## config.mk

```make
export PLATFORM = sky130hd
export DESIGN_NAME = lock_seq_ctrl
export DESIGN_NICKNAME = d
export VERILOG_FILES = /design/src/rtl/lock_seq_ctrl.sv
export SDC_FILE = /design/constraint.sdc
export NUM_CORES = 1
export LEC_CHECK = 0
export CELL_PAD_IN_SITES_DETAIL_PLACEMENT = 0
export CELL_PAD_IN_SITES_GLOBAL_PLACEMENT = 2
export CORE_ASPECT_RATIO = 0.9
export CORE_MARGIN = 2
export CORE_UTILIZATION = 33
export DETAILED_ROUTE_END_ITERATION = 8
export GPL_ROUTABILITY_DRIVEN = 0
export PLACE_DENSITY = 0.76
export SLEW_MARGIN = 20
export SYNTH_ARGS = -nofsm -noshare
export SYNTH_HDL_FRONTEND = slang
export SYNTH_SLANG_ARGS = --single-unit
```

## constraint.sdc

```tcl
create_clock -name clk -period 1.8 [get_ports clk]
set_input_delay 0.36 -clock clk [delete_from_list [all_inputs] [get_ports clk]]
set_output_delay 0.36 -clock clk [all_outputs]
set_load 0.03 [all_outputs]
```

## src/rtl/lock_seq_ctrl.sv

```systemverilog
// Serial combination-lock controller: collects code bits, checks them against the stored
// code, drives a timed unlock window and an alarm lockout. Optional feature macro: PROG_CODE_EN.
module lock_seq_ctrl #(
  parameter int                  CODE_LEN    = 4,
  parameter logic [CODE_LEN-1:0] CODE        = 4'b1011,
  parameter int                  UNLOCK_CYC  = 8,
  parameter int                  MAX_TRIES   = 3,
  parameter int                  LOCKOUT_CYC = 16
) (
  input  logic                             clk,
  input  logic                             clr,
  input  logic                             in_data,
  input  logic                             in_en,
  input  logic                             in_prog,
  output logic                             out_unlock,
  output logic                             out_err,
  output logic                             out_alarm,
  output logic                             out_busy,
  output logic [$clog2(CODE_LEN+1)-1:0]    out_cnt
);

  localparam int CNT_W   = $clog2(CODE_LEN + 1);
  localparam int TMR_MAX = (UNLOCK_CYC > LOCKOUT_CYC) ? UNLOCK_CYC : LOCKOUT_CYC;
  localparam int TMR_W   = $clog2(TMR_MAX + 1);
  localparam int FAIL_W  = $clog2(MAX_TRIES + 1);

  localparam logic [CNT_W-1:0]  LAST_BIT = CNT_W'(CODE_LEN - 1);
  localparam logic [FAIL_W-1:0] LAST_TRY = FAIL_W'(MAX_TRIES - 1);
  localparam logic [TMR_W-1:0]  TMR_ONE  = TMR_W'(1);

  typedef enum logic [2:0] {
    IDLE,
    ENTRY,
    CHECK,
    OPEN,
    LOCKOUT
  } state_t;

  state_t              r_state;
  state_t              w_stateNext;
  logic [CODE_LEN-1:0] r_shift;
  logic [CODE_LEN-1:0] w_shiftNext;
  logic [CNT_W-1:0]    r_cnt;
  logic [CNT_W-1:0]    w_cntNext;
  logic [FAIL_W-1:0]   r_failCnt;
  logic [FAIL_W-1:0]   w_failNext;
  logic [TMR_W-1:0]    r_timer;
  logic [TMR_W-1:0]    w_timerNext;
  logic                w_errEvent;

  logic                r_unlock;
  logic                r_err;
  logic                r_alarm;
  logic                r_busy;
  logic                w_unlockNext;
  logic                w_errNext;
  logic                w_alarmNext;
  logic                w_busyNext;

  logic [CODE_LEN-1:0] w_storedCode;
  logic                w_holdOpen;

`ifdef PROG_CODE_EN
  // Programming mode reuses the OPEN state; the armed flag freezes the unlock timer.
  logic [CODE_LEN-1:0] r_code;
  logic [CODE_LEN-1:0] w_codeNext;
  logic                r_progArmed;
  logic                w_progNext;

  assign w_storedCode = r_code;
  assign w_holdOpen   = r_progArmed | in_prog;
`else
  logic                w_unusedProg;

  assign w_unusedProg = in_prog;
  assign w_storedCode = CODE;
  assign w_holdOpen   = 1'b0;
`endif

  always_ff @(posedge clk) begin
    if (clr) begin
      r_state   <= IDLE;
      r_shift   <= '0;
      r_cnt     <= '0;
      r_failCnt <= '0;
      r_timer   <= '0;
      r_unlock  <= 1'b0;
      r_err     <= 1'b0;
      r_alarm   <= 1'b0;
      r_busy    <= 1'b0;
    end else begin
      r_state   <= w_stateNext;
      r_shift   <= w_shiftNext;
      r_cnt     <= w_cntNext;
      r_failCnt <= w_failNext;
      r_timer   <= w_timerNext;
      r_unlock  <= w_unlockNext;
      r_err     <= w_errNext;
      r_alarm   <= w_alarmNext;
      r_busy    <= w_busyNext;
    end
  end

`ifdef PROG_CODE_EN
  always_ff @(posedge clk) begin
    if (clr) begin
      r_code      <= CODE;
      r_progArmed <= 1'b0;
    end else begin
      r_code      <= w_codeNext;
      r_progArmed <= w_progNext;
    end
  end
`endif

  always_comb begin
    w_stateNext = r_state;
    w_shiftNext = r_shift;
    w_cntNext   = r_cnt;
    w_failNext  = r_failCnt;
    w_timerNext = r_timer;
    w_errEvent  = 1'b0;
`ifdef PROG_CODE_EN
    w_codeNext  = r_code;
    w_progNext  = r_progArmed;
`endif
    case (r_state)
      IDLE, ENTRY: begin
        if (in_en) begin
          w_shiftNext = {r_shift[CODE_LEN-2:0], in_data};
          w_cntNext   = r_cnt + 1'b1;
          w_stateNext = (r_cnt == LAST_BIT) ? CHECK : ENTRY;
        end
      end
      CHECK: begin
        w_cntNext   = '0;
        w_shiftNext = '0;
        if (r_shift == w_storedCode) begin
          w_stateNext = OPEN;
          w_failNext  = '0;
          w_timerNext = TMR_W'(UNLOCK_CYC);
        end else if (r_failCnt == LAST_TRY) begin
          w_stateNext = LOCKOUT;
          w_failNext  = '0;
          w_timerNext = TMR_W'(LOCKOUT_CYC);
        end else begin
          w_stateNext = IDLE;
          w_failNext  = r_failCnt + 1'b1;
          w_errEvent  = 1'b1;
        end
      end
      OPEN: begin
        if (!w_holdOpen) begin
          if (r_timer != '0) w_timerNext = r_timer - 1'b1;
          if (r_timer <= TMR_ONE) w_stateNext = IDLE;
        end
`ifdef PROG_CODE_EN
        if (r_progArmed) begin
          if (in_en) begin
            w_codeNext = {r_code[CODE_LEN-2:0], in_data};
            w_cntNext  = r_cnt + 1'b1;
            if (r_cnt == LAST_BIT) begin
              w_stateNext = IDLE;
              w_cntNext   = '0;
              w_timerNext = '0;
              w_progNext  = 1'b0;
            end
          end
        end else if (in_prog) begin
          w_progNext = 1'b1;
        end
`endif
      end
      LOCKOUT: begin
        if (r_timer != '0) w_timerNext = r_timer - 1'b1;
        if (r_timer <= TMR_ONE) w_stateNext = IDLE;
      end
      default: begin
        w_stateNext = IDLE;
        w_cntNext   = '0;
        w_shiftNext = '0;
        w_timerNext = '0;
      end
    endcase
  end

  // Outputs are decoded from the next state and registered, so they track the state register.
  always_comb begin
    w_unlockNext = (w_stateNext == OPEN);
    w_alarmNext  = (w_stateNext == LOCKOUT);
    w_busyNext   = (w_stateNext == CHECK) || (w_stateNext == OPEN) || (w_stateNext == LOCKOUT);
    w_errNext    = w_errEvent;
  end

  assign out_unlock = r_unlock;
  assign out_err    = r_err;
  assign out_alarm  = r_alarm;
  assign out_busy   = r_busy;
  assign out_cnt    = r_cnt;

endmodule

```

**Word-level counts from Yosys, hierarchy flattened**

Cells that the tools add are included.
W data, S select, Z words.

- Bitwise logic cells: 3
- Multiplexer cells: 17
- Eq/ne operators: 13
- Reductions and logical operators: 9
- Add/sub/neg operators: 3
- Order comparisons: 1

Operator list:

| operator | count |
|---|---|
| $eq A3 B2 Y1 const B | 5 |
| $mux W3 | 5 |
| $mux W5 | 3 |
| $pmux W5 S3 | 1 |
| $pmux W3 S3 | 1 |
| $pmux W4 S2 | 1 |
| $eq A3 B3 Y1 const B | 2 |
| $mux W2 | 3 |
| $pmux W3 S2 | 1 |
| $le A5 B1 Y1 const B | 1 |
| $reduce_bool A5 Y1 | 1 |
| $sub A5 B1 Y5 const B | 1 |
| $eq A4 B4 Y1 const B | 1 |
| $mux W4 | 1 |
| $reduce_or A2 Y1 | 2 |
| $add A3 B1 Y3 const B | 1 |
| $eq A3 B1 Y1 const B | 1 |
| $logic_not A3 Y1 | 1 |
| $ne A3 B3 Y1 const B | 1 |
| $not A1 Y1 | 3 |
| $reduce_and A3 Y1 | 1 |
| $reduce_or A3 Y1 | 1 |
| $add A2 B1 Y2 const B | 1 |
| $eq A2 B2 Y1 const B | 1 |
| other kinds (5) | 6 |

- Flip-flop bits (word level): 21
- Output and inout port bits: 7
- Word-level logic and storage cells: 55
- Input port bits: 5

**Longest topological paths before layout**

Gate-level depths: netlist of the first run.

- Word-level depth: 7
- Mapped depth: 6
- Mapped depth without buffers: 6

**Worst setup path before layout of the first run**

OpenSTA, ideal clock, no wires.

- Path kind: reg2reg
- From: reg r_state[0]
- To: reg r_timer[3]
- Path slack: 0.436 ns
- Library setup time: 0.134 ns
- Buffers on the path: 1
- Period minus slack after synthesis: 1.364 ns
- Arrival: 1.230 ns
- Cell stages (with the launch flop): 6
- Data required time: 1.666 ns
- Cell sequence: dfxtp_1 > buf_6 > nor2b_1 > o211a_1 > o311ai_1 > o41ai_2

- Longest elaborated chain between the ends: 4
- Elaborated cells between the ends (all ways): 12
- Classes of those cells: 6 x eq/ne; 1 x mux; 1 x bitwise; 4 x reduce/logical

RTL lines:

| what | RTL line | source |
|---|---|---|
| start, declared | 39 | `state_t r_state;` |
| start signal, assigned | 92 | `r_state <= w_stateNext;` |
| $eq A3 B3 Y1, or another cell as far along | 127 | `case (r_state)` |
| $reduce_or A2 Y1, on equally long branches | -- |  |
| $ne A2 B1 Y1 (no source line) / $not A1 Y1 (equally long branches) | -- |  |
| $reduce_and A3 Y1 (no source line) | -- |  |
| end signal, assigned | 96 | `r_timer <= w_timerNext;` |
| end, declared | 47 | `logic [TMR_W-1:0] r_timer;` |

Parallel ways exist; a longest one is shown, timed or not.
A chain may end at the register's enable or synchronous reset.

**Worst setup path after layout of the first run**

- From: reg r_cnt[0], in the netlist out_cnt[0]
- To: out out_cnt[0]

RTL lines:

| what | RTL line | source |
|---|---|---|
| start, declared | 43 | `logic [CNT_W-1:0] r_cnt;` |
| start signal, assigned | 94 | `r_cnt <= w_cntNext;` |
| end, declared | 19 | `output logic [$clog2(CODE_LEN+1)-1:0] out_cnt` |

No word-level cell between the ends.

==> results of run 1 <==
## worst max-delay path by stage
stage                 end  slack [ns]  cells after the start
2_1_floorplan  r_timer[3]        0.44                      5
3_3_place_gp   r_shift[1]        0.16                      4
3_5_place_dp   r_shift[1]        0.16                      4
4_1_cts        out_cnt[0]        0.10                      1
5_1_grt        out_cnt[0]        0.07                      1
6_report       out_cnt[0]        0.12                      1
## flip-flops by register name, summed over array words and instances (netlist names)
signal / flops
out_alarm: 1
r_timer: 5
out_busy: 1
r_state: 3
r_failCnt: 2
out_unlock: 1
r_shift: 4
out_cnt: 3
out_err: 1
## metal layers
| layer | up-vias | share of wire | track usage |
|---|---|---|---|
| met2 | 12 | 0.44 | 0.197 |
| met5 | - | 0 | 0 |
| li1 | 471 | - | - |
| met3 | 2 | 0.033 | 0.0459 |
| met1 | 434 | 0.52 | 0.190 |
| met4 | 0 | 0.0070 | 0.0274 |
## through the flow
step / cells / hold WS, ns
floorplan: 122 / 0.449
global placement: 171 / 0.465
detailed placement: 171 / 0.481
CTS: 175 / 0.500
global route: 175 / 0.546
finish: 175 / 0.496
## cell usage in the layout (no fill, tap or decap), types with 2 or more instances in the layout
cell	instances
o211ai_1	3
clkdlybuf4s50_1	10
buf_4	5
a32oi_1	2
inv_1	6
nor4bb_1	5
nor2_1	17
nand4_1	2
nor3_1	3
clkbuf_8	3
dfxtp_1	21
a21oi_1	16
nor4b_1	2
ha_1	5
o21ai_0	3
nor2b_1	3
## power by group
group | leakage (nW) | internal (W) | total [W] | switching, W
Combinational | 0.274 | 0.0000345 | 0.0000770 | 0.0000425
Clock | 0.0228 | 0.000158 | 0.000308 | 0.000151
Sequential | 0.170 | 0.000473 | 0.000482 | 0.00000906
## cell type report
| cell class | count | area [um^2] | share of cell area |
|---|---|---|---|
| multi-input cells | 87 | 616 | 0.476 |
| well taps | 42 | 52.6 | 0.0406 |
| inverters | 6 | 22.5 | 0.0174 |
| repair buffers | 15 | 138 | 0.106 |
| clock buffers | 4 | 45.0 | 0.0348 |
| flip-flops and latches | 21 | 420 | 0.325 |
## kinds of logic after synthesis
logic type / count (synthesis) / synth area share
xor+xnor: 1 / 0.00796
simple gates: 44 / 0.245
fa+ha+maj: 5 / 0.0568
flops: 21 / 0.382
buf+inv: 14 / 0.0591
mux: 1 / 0.00909
compound gates: 36 / 0.240
==> flow_summary.ini, run 1 <==
[placed_design]
io_buffers = 10
dp_hpwl_um = 1680
dpl_worst_slack_ns = 0.159
dpl_cell_area_um2 = 1250

[clock_tree]
numCtsBuffers = 3
htree_levels = 1
cts_setup_buffers = 0
cts_tree = yes
clkTransAtPathRegs_ns = 0.07
cts_root_buf = clkbuf_8
postCtsHoldBufs = 0
worstSkewPairLatency_ns = 0.26
cts-resized-gates = 0
clock_sinks = 21
max-clock-path-buffers = 2

[grt]
grt_pass1_wl_um = 3860
grt_overflow = 0
grt.total_usage = 0.134
grt_pass1_vias = 826
antenna_found_initial = 0
grt_max_degree = 16

[synth]
yosysUniqueCellTypes = 43
postSynthAreaPerCell_um2 = 9.03
synth_top_area_share = 0.382
yosys.area.top_type = dfxtp_1
synth_edf_count = 0
synth_ff_type = dfxtp_1
synth.top_cells.by_count = dfxtp_1, nor2_1, a21oi_1
ys_async_sr_fraction = 0
seq_area_frac_synth = 0.382
yosys_register_bits = 21
syn-num-nets = 132
synth_cells = 122
yosys_warnings = 0
syn-cell-area_um2 = 1100
synth_most_common_cell = dfxtp_1
synthTopCellsByArea = dfxtp_1, a21oi_1, nor2_1

[final_layout]
nNetsFinal = 144
syn_to_final_growth_pct = 17.5
n_antenna_cell = 0
fillCellCount = 306
final_core_util = 0.415
fin_area_um2 = 1290
drive_gt1_frac = 0.113

[floorplan]
core-area_um2 = 3110
dieHeight_um = 58.8
start_util = 0.354
die_area_um2 = 3820
rows = 19
ios = 12
die_w_um = 64.9

[power]
power_density_nw_per_um2 = 670
p_leak_nw = 0.467
peakVddDrop_uv = 495
power.total_w = 0.000867

[worst_setup_path]
crit_buf_inv = 1
crit_path_start = out_cnt[0]
r2r-start = r_state[0]
startpoint_type = flip-flop
endpoint_kind = primary output
cp_max_fo = 4
cpLargestDelayFamily = buffers and inverters
rr_worst_depth = 4
path_class = reg -> out
ff2ff_setup_slack_ns = 0.22
worstPathArrival_ns = 1.32
cpMaxStageDelayCell = clkdlybuf4s50_1
r2r_end = r_timer[3]
cpPeakStageDelay_ns = 0.69
path_cells = clkdlybuf4s50_1
required_ns = 1.44

[hold_path]
worst_hold_path_type = reg -> reg
hold_path_end = r_shift[3]
hp-start = r_shift[3]
whs_path_depth = 2

[timing]
finalCritPeriodShare = 0.936
fin_setup_tns_ns = 0
worst_pin_slew_ns = 0.471
fmax_ghz = 0.594
finalSetupViolCount = 0
skew_ns = 0.00251
layout_min_cycle_time_ns = 1.68
fin_ws_ns = 0.116
hold_viol_final = 0
slew_viol_final = 0
rsz0062_at_grt = no
slew_headroom = 0.683

[detailed_routing]
drtIter0Drc = 35
via_count = 919
drtPass1Iterations = 4
routed_wl_um = 2290
route.detailed.drc = 0
via_per_inst = 5.25
final_antenna_net_count = 0
wire_per_inst_um = 13.1

[outcome]
outcome = finished clean

[flow_run]
maxCapViolCount = 0
(Power assumes the default switching activity.)
==> run 2, diff against run 1 <==
--- a/config.mk
+++ b/config.mk
@@ -10,6 +10,7 @@
 export CORE_ASPECT_RATIO = 0.9
 export CORE_MARGIN = 2
 export CORE_UTILIZATION = 33
+export CTS_CLUSTER_SIZE = 16
 export DETAILED_ROUTE_END_ITERATION = 8
 export GPL_ROUTABILITY_DRIVEN = 0
 export PLACE_DENSITY = 0.76
==> results of run 2 <==
Same layout as run 1: the final DEF is identical, and so are final timing and power.
